$ cat src/rtl/change_dispense_ctrl.sv
// Greedy change dispenser: paces one coin eject request at a time (25/10/5 cents).
// Optional macro INVENTORY_EN adds per-denomination coin inventory with fallback and err_short.
`timescale 1ns/1ps
module change_dispense_ctrl #(
  parameter int CHANGE_W   = 32,
  parameter int CNT_W      = 9,
  parameter int INV_W      = 8,
  parameter int MAX_CHANGE = 12775
) (
  input  logic                clk,
  input  logic                rst,
  input  logic                start,
  input  logic [CHANGE_W-1:0] change,
  input  logic                coin_ack,
  input  logic                load_inv,
  input  logic [INV_W-1:0]    inv_q,
  input  logic [INV_W-1:0]    inv_d,
  input  logic [INV_W-1:0]    inv_n,
  output logic                coin_req,
  output logic [1:0]          coin_sel,
  output logic                busy,
  output logic                done,
  output logic [CNT_W-1:0]    quarters,
  output logic [CNT_W-1:0]    dimes,
  output logic [CNT_W-1:0]    nickels,
  output logic                err_inexact,
  output logic                err_range,
  output logic                err_short
);

  typedef enum logic [2:0] {IDLE, LOAD, SEL, REQ, FIN} state_t;

  localparam logic [CHANGE_W-1:0] MAX_C = CHANGE_W'(MAX_CHANGE);
  localparam logic [CHANGE_W-1:0] Q_VAL = CHANGE_W'(25);
  localparam logic [CHANGE_W-1:0] D_VAL = CHANGE_W'(10);
  localparam logic [CHANGE_W-1:0] N_VAL = CHANGE_W'(5);

  localparam logic [1:0] SEL_Q = 2'b01;
  localparam logic [1:0] SEL_D = 2'b10;
  localparam logic [1:0] SEL_N = 2'b11;

  state_t              state, state_nxt;
  logic [CHANGE_W-1:0] remaining;
  logic [1:0]          sel_r, sel_nxt;
  logic                q_ok, d_ok, n_ok;
  logic                load_now;
  logic                accept;

  function automatic logic [CHANGE_W-1:0] coin_value(input logic [1:0] s);
    case (s)
      SEL_Q:   coin_value = Q_VAL;
      SEL_D:   coin_value = D_VAL;
      SEL_N:   coin_value = N_VAL;
      default: coin_value = '0;
    endcase
  endfunction

`ifdef INVENTORY_EN
  logic [INV_W-1:0] inv_q_cnt, inv_d_cnt, inv_n_cnt;

  assign q_ok     = (inv_q_cnt != '0);
  assign d_ok     = (inv_d_cnt != '0);
  assign n_ok     = (inv_n_cnt != '0);
  assign load_now = load_inv;

  always_ff @(posedge clk) begin
    if (rst) begin
      inv_q_cnt <= '0;
      inv_d_cnt <= '0;
      inv_n_cnt <= '0;
      err_short <= 1'b0;
    end else begin
      if (state == IDLE && load_inv) begin
        inv_q_cnt <= inv_q;
        inv_d_cnt <= inv_d;
        inv_n_cnt <= inv_n;
      end else if (state == REQ && coin_ack) begin
        case (sel_r)
          SEL_Q:   inv_q_cnt <= inv_q_cnt - INV_W'(1);
          SEL_D:   inv_d_cnt <= inv_d_cnt - INV_W'(1);
          SEL_N:   inv_n_cnt <= inv_n_cnt - INV_W'(1);
          default: ;
        endcase
      end
      if (accept)
        err_short <= 1'b0;
      else if (state == SEL && state_nxt == FIN)
        err_short <= (remaining >= N_VAL);
    end
  end
`else
  logic unused_inv;

  assign q_ok       = 1'b1;
  assign d_ok       = 1'b1;
  assign n_ok       = 1'b1;
  assign load_now   = 1'b0;
  assign err_short  = 1'b0;
  assign unused_inv = ^{load_inv, inv_q, inv_d, inv_n};
`endif

  // A simultaneous inventory load takes priority over a start request.
  assign accept = (state == IDLE) && start && !load_now;

  always_comb begin
    state_nxt = state;
    sel_nxt   = sel_r;
    case (state)
      IDLE: if (accept) state_nxt = LOAD;
      LOAD: state_nxt = (remaining > MAX_C) ? FIN : SEL;
      SEL: begin
        if (remaining >= Q_VAL && q_ok) begin
          sel_nxt   = SEL_Q;
          state_nxt = REQ;
        end else if (remaining >= D_VAL && d_ok) begin
          sel_nxt   = SEL_D;
          state_nxt = REQ;
        end else if (remaining >= N_VAL && n_ok) begin
          sel_nxt   = SEL_N;
          state_nxt = REQ;
        end else begin
          state_nxt = FIN;
        end
      end
      REQ:     if (coin_ack) state_nxt = SEL;
      FIN:     state_nxt = IDLE;
      default: state_nxt = IDLE;
    endcase
  end

  always_ff @(posedge clk) begin
    if (rst) begin
      state       <= IDLE;
      sel_r       <= 2'b00;
      remaining   <= '0;
      quarters    <= '0;
      dimes       <= '0;
      nickels     <= '0;
      err_inexact <= 1'b0;
      err_range   <= 1'b0;
    end else begin
      state <= state_nxt;
      sel_r <= sel_nxt;
      case (state)
        IDLE: begin
          if (accept) begin
            remaining   <= change;
            quarters    <= '0;
            dimes       <= '0;
            nickels     <= '0;
            err_inexact <= 1'b0;
            err_range   <= 1'b0;
          end
        end
        LOAD: if (remaining > MAX_C) err_range <= 1'b1;
        SEL: begin
          if (state_nxt == FIN)
            err_inexact <= (remaining != '0) && (remaining < N_VAL);
        end
        REQ: begin
          if (coin_ack) begin
            remaining <= remaining - coin_value(sel_r);
            case (sel_r)
              SEL_Q:   quarters <= quarters + CNT_W'(1);
              SEL_D:   dimes    <= dimes + CNT_W'(1);
              SEL_N:   nickels  <= nickels + CNT_W'(1);
              default: ;
            endcase
          end
        end
        default: ;
      endcase
    end
  end

  // Handshake outputs decode straight from state so the SEL cycle always separates requests.
  assign coin_req = (state == REQ);
  assign coin_sel = (state == REQ) ? sel_r : 2'b00;
  assign busy     = (state == LOAD) || (state == SEL) || (state == REQ);
  assign done     = (state == FIN);

endmodule

$ cat config.mk
export PLATFORM = sky130hd
export DESIGN_NAME = change_dispense_ctrl
export DESIGN_NICKNAME = d
export VERILOG_FILES = /design/src/rtl/change_dispense_ctrl.sv
export SDC_FILE = /design/constraint.sdc
export NUM_CORES = 1
export LEC_CHECK = 0
export ABC_AREA = 1
export CAP_MARGIN = 10
export CORE_MARGIN = 5
export CORE_UTILIZATION = 50
export DETAILED_ROUTE_END_ITERATION = 7
export GPL_ROUTABILITY_DRIVEN = 0
export PLACE_DENSITY = 0.78
export SYNTH_ARGS = -nofsm -noshare
export SYNTH_HDL_FRONTEND = slang
export SYNTH_SLANG_ARGS = --single-unit
$ cat constraint.sdc
create_clock -name clk -period 4.2 [get_ports clk]
set_input_delay 0.42 -clock clk [delete_from_list [all_inputs] [get_ports clk]]
set_output_delay 0.42 -clock clk [all_outputs]
set_load 0.02 [all_outputs]
==> results of run 1 <==
==> cell type report <==
class	count	area [um^2]
clock buffers	9	124
clock inverters	7	76.3
fillers	833	3340
inverters	106	398
multi-input cells	552	2660
flip-flops and latches	66	1320
well taps	108	135
repair buffers	71	706
==> worst max-delay path, stage by stage, from the launching register on <==
cell and delay [ps]:
dfxtp_1 400, inv_1 80, ha_1 330, ha_1 360, nand2_1 100, inv_1 70, nand2_1 60, nand3_1 220
nor2_1 470, nand2_1 110, nand2_1 80, nand3_1 60, nand2_1 80, a21oi_1 60
==> report_power, final <==
part	internal, mW	total (mW)	switching [mW]
Sequential	0.658	0.694	0.0367
Combinational	0.151	0.436	0.285
Clock	0.278	0.568	0.289
==> final timing paths <==
| path | startpoint | to | cells past startpoint |
|---|---|---|---|
| setup / recovery | sel_r[0] | remaining[23] | 13 |
| hold / removal | remaining[27] | remaining[27] | 2 |
| setup reg to reg | sel_r[0] | remaining[23] | 13 |
| hold reg to reg | remaining[27] | remaining[27] | 2 |
==> cell usage in the layout (no fill, tap or decap), types with 2 or more instances in the layout <==
master	n
a211oi_1	6
a21oi_1	55
a31oi_1	3
buf_4	2
clkbuf_8	9
clkdlybuf4s50_1	69
clkinv_1	2
clkinvlp_4	2
dfxtp_1	66
ha_1	11
inv_1	98
inv_2	6
inv_6	2
nand2_1	202
nand3_1	74
nand3b_1	3
nand4_1	8
nor2_1	95
nor2_2	3
nor3_1	11
o211a_1	2
o21a_1	2
o21ai_0	48
o21ai_4	2
o21bai_1	2
o31ai_1	2
or2_2	6
xor2_1	5
==> cell families (layout without fill, tap and decap cells) <==
group	count (synthesis)	in the layout	synth area share, %
other	1	1	0.0831
buffers and inverters	129	193	11.8
DFF	66	66	29.3
and+or+nand+nor	408	408	38.7
AOI/OAI and AO/OA	126	126	15.7
xor gates and xnor gates	5	5	0.971
adders and majority gates	12	12	3.50
==> state kept, by name, summed over array words and instances (netlist names) <==
name	flops
remaining	32
err_range	1
state	3
quarters	9
sel_r	2
nickels	9
err_inexact	1
dimes	9
==> through the flow <==
| stage | total power [mW] | worst slack, ps | util (%) | instance area (um^2) | instances |
|---|---|---|---|---|---|
| finish | 1.70 | 1590 | 61.8 | 5420 | 919 |
| global route | 1.79 | 1380 | 61.8 | 5420 | 919 |
| floorplan | 1.01 | 2110 | - | 4510 | 747 |
| detailed placement | 1.13 | 1630 | 59.6 | 5220 | 903 |
| global placement | 1.12 | 1760 | 59.6 | 5220 | 903 |
| CTS | 1.69 | 1600 | 61.8 | 5420 | 919 |
==> per-layer routing <==
metal,routed length (um),track usage (%),vias to the layer above
li1,-,-,2517
met1,5620,28.6,2281
met2,5840,37.5,134
met3,660,4.99,10
met4,116,4.66,0
met5,0,0,-
==> flow_summary.ini, run 1 <==
[run_status]
status = complete, no violations

[timing]
hold_viol = 0
min_period_ps = 2610
worst_pin_slew_ps = 864
rsz0062_at_grt = no
fmax_mhz = 384
skew_ps = 12.6
finalMaxSlewViolations = 0
setup_tns_ps = 0
setup_viol = 0
hold_slack_ps = 492
finalCritPeriodShare_pct = 62.0
max_slew_margin_pct = 42.3

[synth]
yosysMostFrequentCell = nand2_1
ys_top_cells_by_area = dfxtp_1, nand2_1, nand3_1
ys_async_sr_fraction_pct = 0
synthFlopType = dfxtp_1
yosysTopAreaCell = dfxtp_1
synth_seq_cells = 66
ys_warn_count = 0
synth.avg_cell_area_um2 = 6.04
synth_nets = 820
netlist_area_mm2 = 0.00451
synth_common_cells = nand2_1, inv_1, nor2_1
netlist_instances = 747
yosysUniqueCellTypes = 39
netlist.area_leader.share_pct = 29.3
synth_edf_count = 0
ys_seq_area_share_pct = 29.3

[global_route]
grt_pass1_vias = 4517
grt_pass1_wl_um = 20700
grt_max_degree = 49
grt_use_total_pct = 22.0
antenna_found_initial = 0
grt_overflow_total = 0

[drt]
routed_wirelength_um = 12200
viasPerCell = 5.38
dr.pass1.iters = 6
vias = 4942
wl_per_cell_um = 13.3
ant_nets = 0
drc = 0
drt_iter0_markers = 282

[place]
hpwl_um = 8810
port_buffers = 69

[floorplan]
core_area_mm2 = 0.00876
fp.dieH_um = 105
row_count = 34
start_util_pct = 51.5
die_w_um = 105
boundaryPins = 96
dieArea_mm2 = 0.0110

[worst_setup_path]
worst-r2r-setup-slack_ps = 1590
crit_type = register to register
cp_max_fo = 6
cp-start-kind = register
cp_data_arrival_time_ps = 2830
worstSetupEndpointType = register
required_ps = 4430

[clock_network]
clk_pin_slew_ps = 80
cts_tree = yes
clkLatencyLatePin_ps = 360
h-tree-depth = 3
numCtsBuffers = 9
cts_sinks = 66
ctsResizeCount = 0
clock_path_buffers = 2
post-cts-setup-buffers = 0
hold_buffers = 0
cts_root_buf = clkbuf_8

[flow_run]
drv_cap = 0

[final_layout]
layout-drive-gt1-share_pct = 5.18
nets = 879
synthToLayoutAreaGrowth_pct = 20.1
diodes = 0

[min_path]
holdCritPathClass = register to register

[power_and_ir_drop]
p_leak_nw = 2.41
power_density_mw_per_mm2 = 313
peakVddDrop_uv = 176
(Power assumes the default switching activity.)
==> inputs of run 2 (changes only) <==
Settings changed: CORE_UTILIZATION 50 to 47, PLACE_DENSITY 0.78 to 0.77.
Clock period 4.2 ns to 2.3 ns, I/O delays scaled along.
==> run 2 against run 1 <==
Compared with the run above:
- non-clock buffer count is 15 higher
- clock skew shrank 0.82 ps
- final cell count rose by 3.9%
- fmax up 18%
- sequential power rose by 83%
- utilization shrank 0.60 points
- die area up 5.8%
- register-to-register slack worse by 1500 ps
- total power increased by 96%
- global-route usage down 0.77 points
- combinational power up 100%
- first-iteration DRC count is 14% lower
- largest power group unchanged
==> flow_summary.ini, run 2 (synthesis results as in run 1) <==
[run_status]
status = complete, no violations

[global_route]
grt_max_degree = 42
antenna_found_initial = 0
grt_pass1_wl_um = 20300
grt_pass1_vias = 4616
grt_use_total_pct = 21.3
grt_overflow_total = 0

[worst_setup_path]
cp-start-kind = register
worst-r2r-setup-slack_ps = 100
worstSetupEndpointType = register
cp_data_arrival_time_ps = 2490
cp_max_fo = 4
crit_type = register to register
rr_startpoint = sel_r[1]
r2r_cells = 12
r2r-end = remaining[2]
required_ps = 2590

[power_and_ir_drop]
p_leak_nw = 2.51
peakVddDrop_uv = 263
finalPower_mw = 3.33
power_density_mw_per_mm2 = 585

[timing]
rsz0062_at_grt = yes
setup_viol = 0
worst_slack_ps = 96.1
finalMaxSlewViolations = 0
fmax_mhz = 454
hold_viol = 0
hold_slack_ps = 453
skew_ps = 11.7
finalCritPeriodShare_pct = 95.8
min_period_ps = 2200

[flow_run]
drv_cap = 0

[clock_network]
clk_pin_slew_ps = 80
numCtsBuffers = 9
clock_path_buffers = 2
cts_tree = yes
cts_root_buf = clkbuf_8
h-tree-depth = 3
cts_sinks = 66
clkLatencyLatePin_ps = 360

[drt]
wl_per_cell_um = 13.0
ant_nets = 0
drc = 0
routed_wirelength_um = 12400
viasPerCell = 5.21
dr.pass1.iters = 6
drt_iter0_markers = 242
vias = 4971

[min_path]
min_path_cells = 3
holdPathEnd = remaining[4]
holdCritPathClass = input pin to register
hp-start = change[4]

[final_layout]
diodes = 0
synthToLayoutAreaGrowth_pct = 26.0
nets = 894
fin_cells = 955
layout_common_cells = nand2_1, inv_1, nor2_1
largest_reg_flops = 32
fin_util_pct = 61.2
layout-drive-gt1-share_pct = 10.0
regMostFlops = remaining
final_common_cell = nand2_1

[place]
port_buffers = 69
hpwl_um = 9050
dpl.cell_count = 937
pre_cts_ws_ps = -53.4

[floorplan]
row_count = 35
boundaryPins = 96
die_w_um = 108
fp.dieH_um = 108
dieArea_mm2 = 0.0117
core_area_mm2 = 0.00928
start_util_pct = 48.6
run 2: final cells by class:
cell class,instances,area [um^2]
fillers,886,3600
repair buffers,86,818
inverters,106,398
well taps,129,161
clock inverters,7,108
flip-flops and latches,66,1330
clock buffers,9,124
multi-input cells,552,2750
run 2: power breakdown:
part	internal, mW	switching, mW	total [mW]	leakage [nW]
combinational	0.317	0.555	0.871	1.86
sequential	1.20	0.0689	1.27	0.540
clock	0.633	0.552	1.19	0.114
run 2: routing by layer:
layer  up-vias  GRT usage (%)  routed length (um)
li1       2546              -                   -
met5         -              0                   0
met3        30           4.12                 774
met1      2228           26.7                5540
met2       167           35.1                5850
met4         0           9.83                 285
run 2: worst max path at each step:
stage	endpoint	start	cells past startpoint	slack, ps
after detailed placement	remaining[18]	sel_r[0]	13	-50
after floorplan	remaining[26]	sel_r[1]	16	210
final	remaining[2]	sel_r[1]	12	100
after CTS	remaining[22]	sel_r[1]	16	3
after global placement	remaining[26]	sel_r[1]	16	30
after global routing	remaining[16]	sel_r[1]	15	-30
run 2: metrics by stage:
stage | setup TNS, ps | instance area (um^2)
floorplan | 0 | 4510
global placement | 0 | 5340
detailed placement | -157 | 5340
CTS | 0 | 5580
global route | -50.4 | 5690
finish | 0 | 5690
run 2: critical path, cell delays in order, from the launching register on:
cell     delay (ps)
dfxtp_4         370
inv_2            40
ha_2            170
inv_2            60
nand2_2          70
ha_4            170
fa_2            420
buf_4           150
buf_4           120
xor2_1          130
o21ai_0         170
o21ai_0         120
a21oi_1         140
run 2: timing repair:
item | 4_1_cts | 5_1_grt
hold buffers | 0 | 0
setup buffers | 0 | 2
endpoints found under the setup margin | 7 | 27
pin swaps | 0 | 4
gates resized for setup | 3 | 31
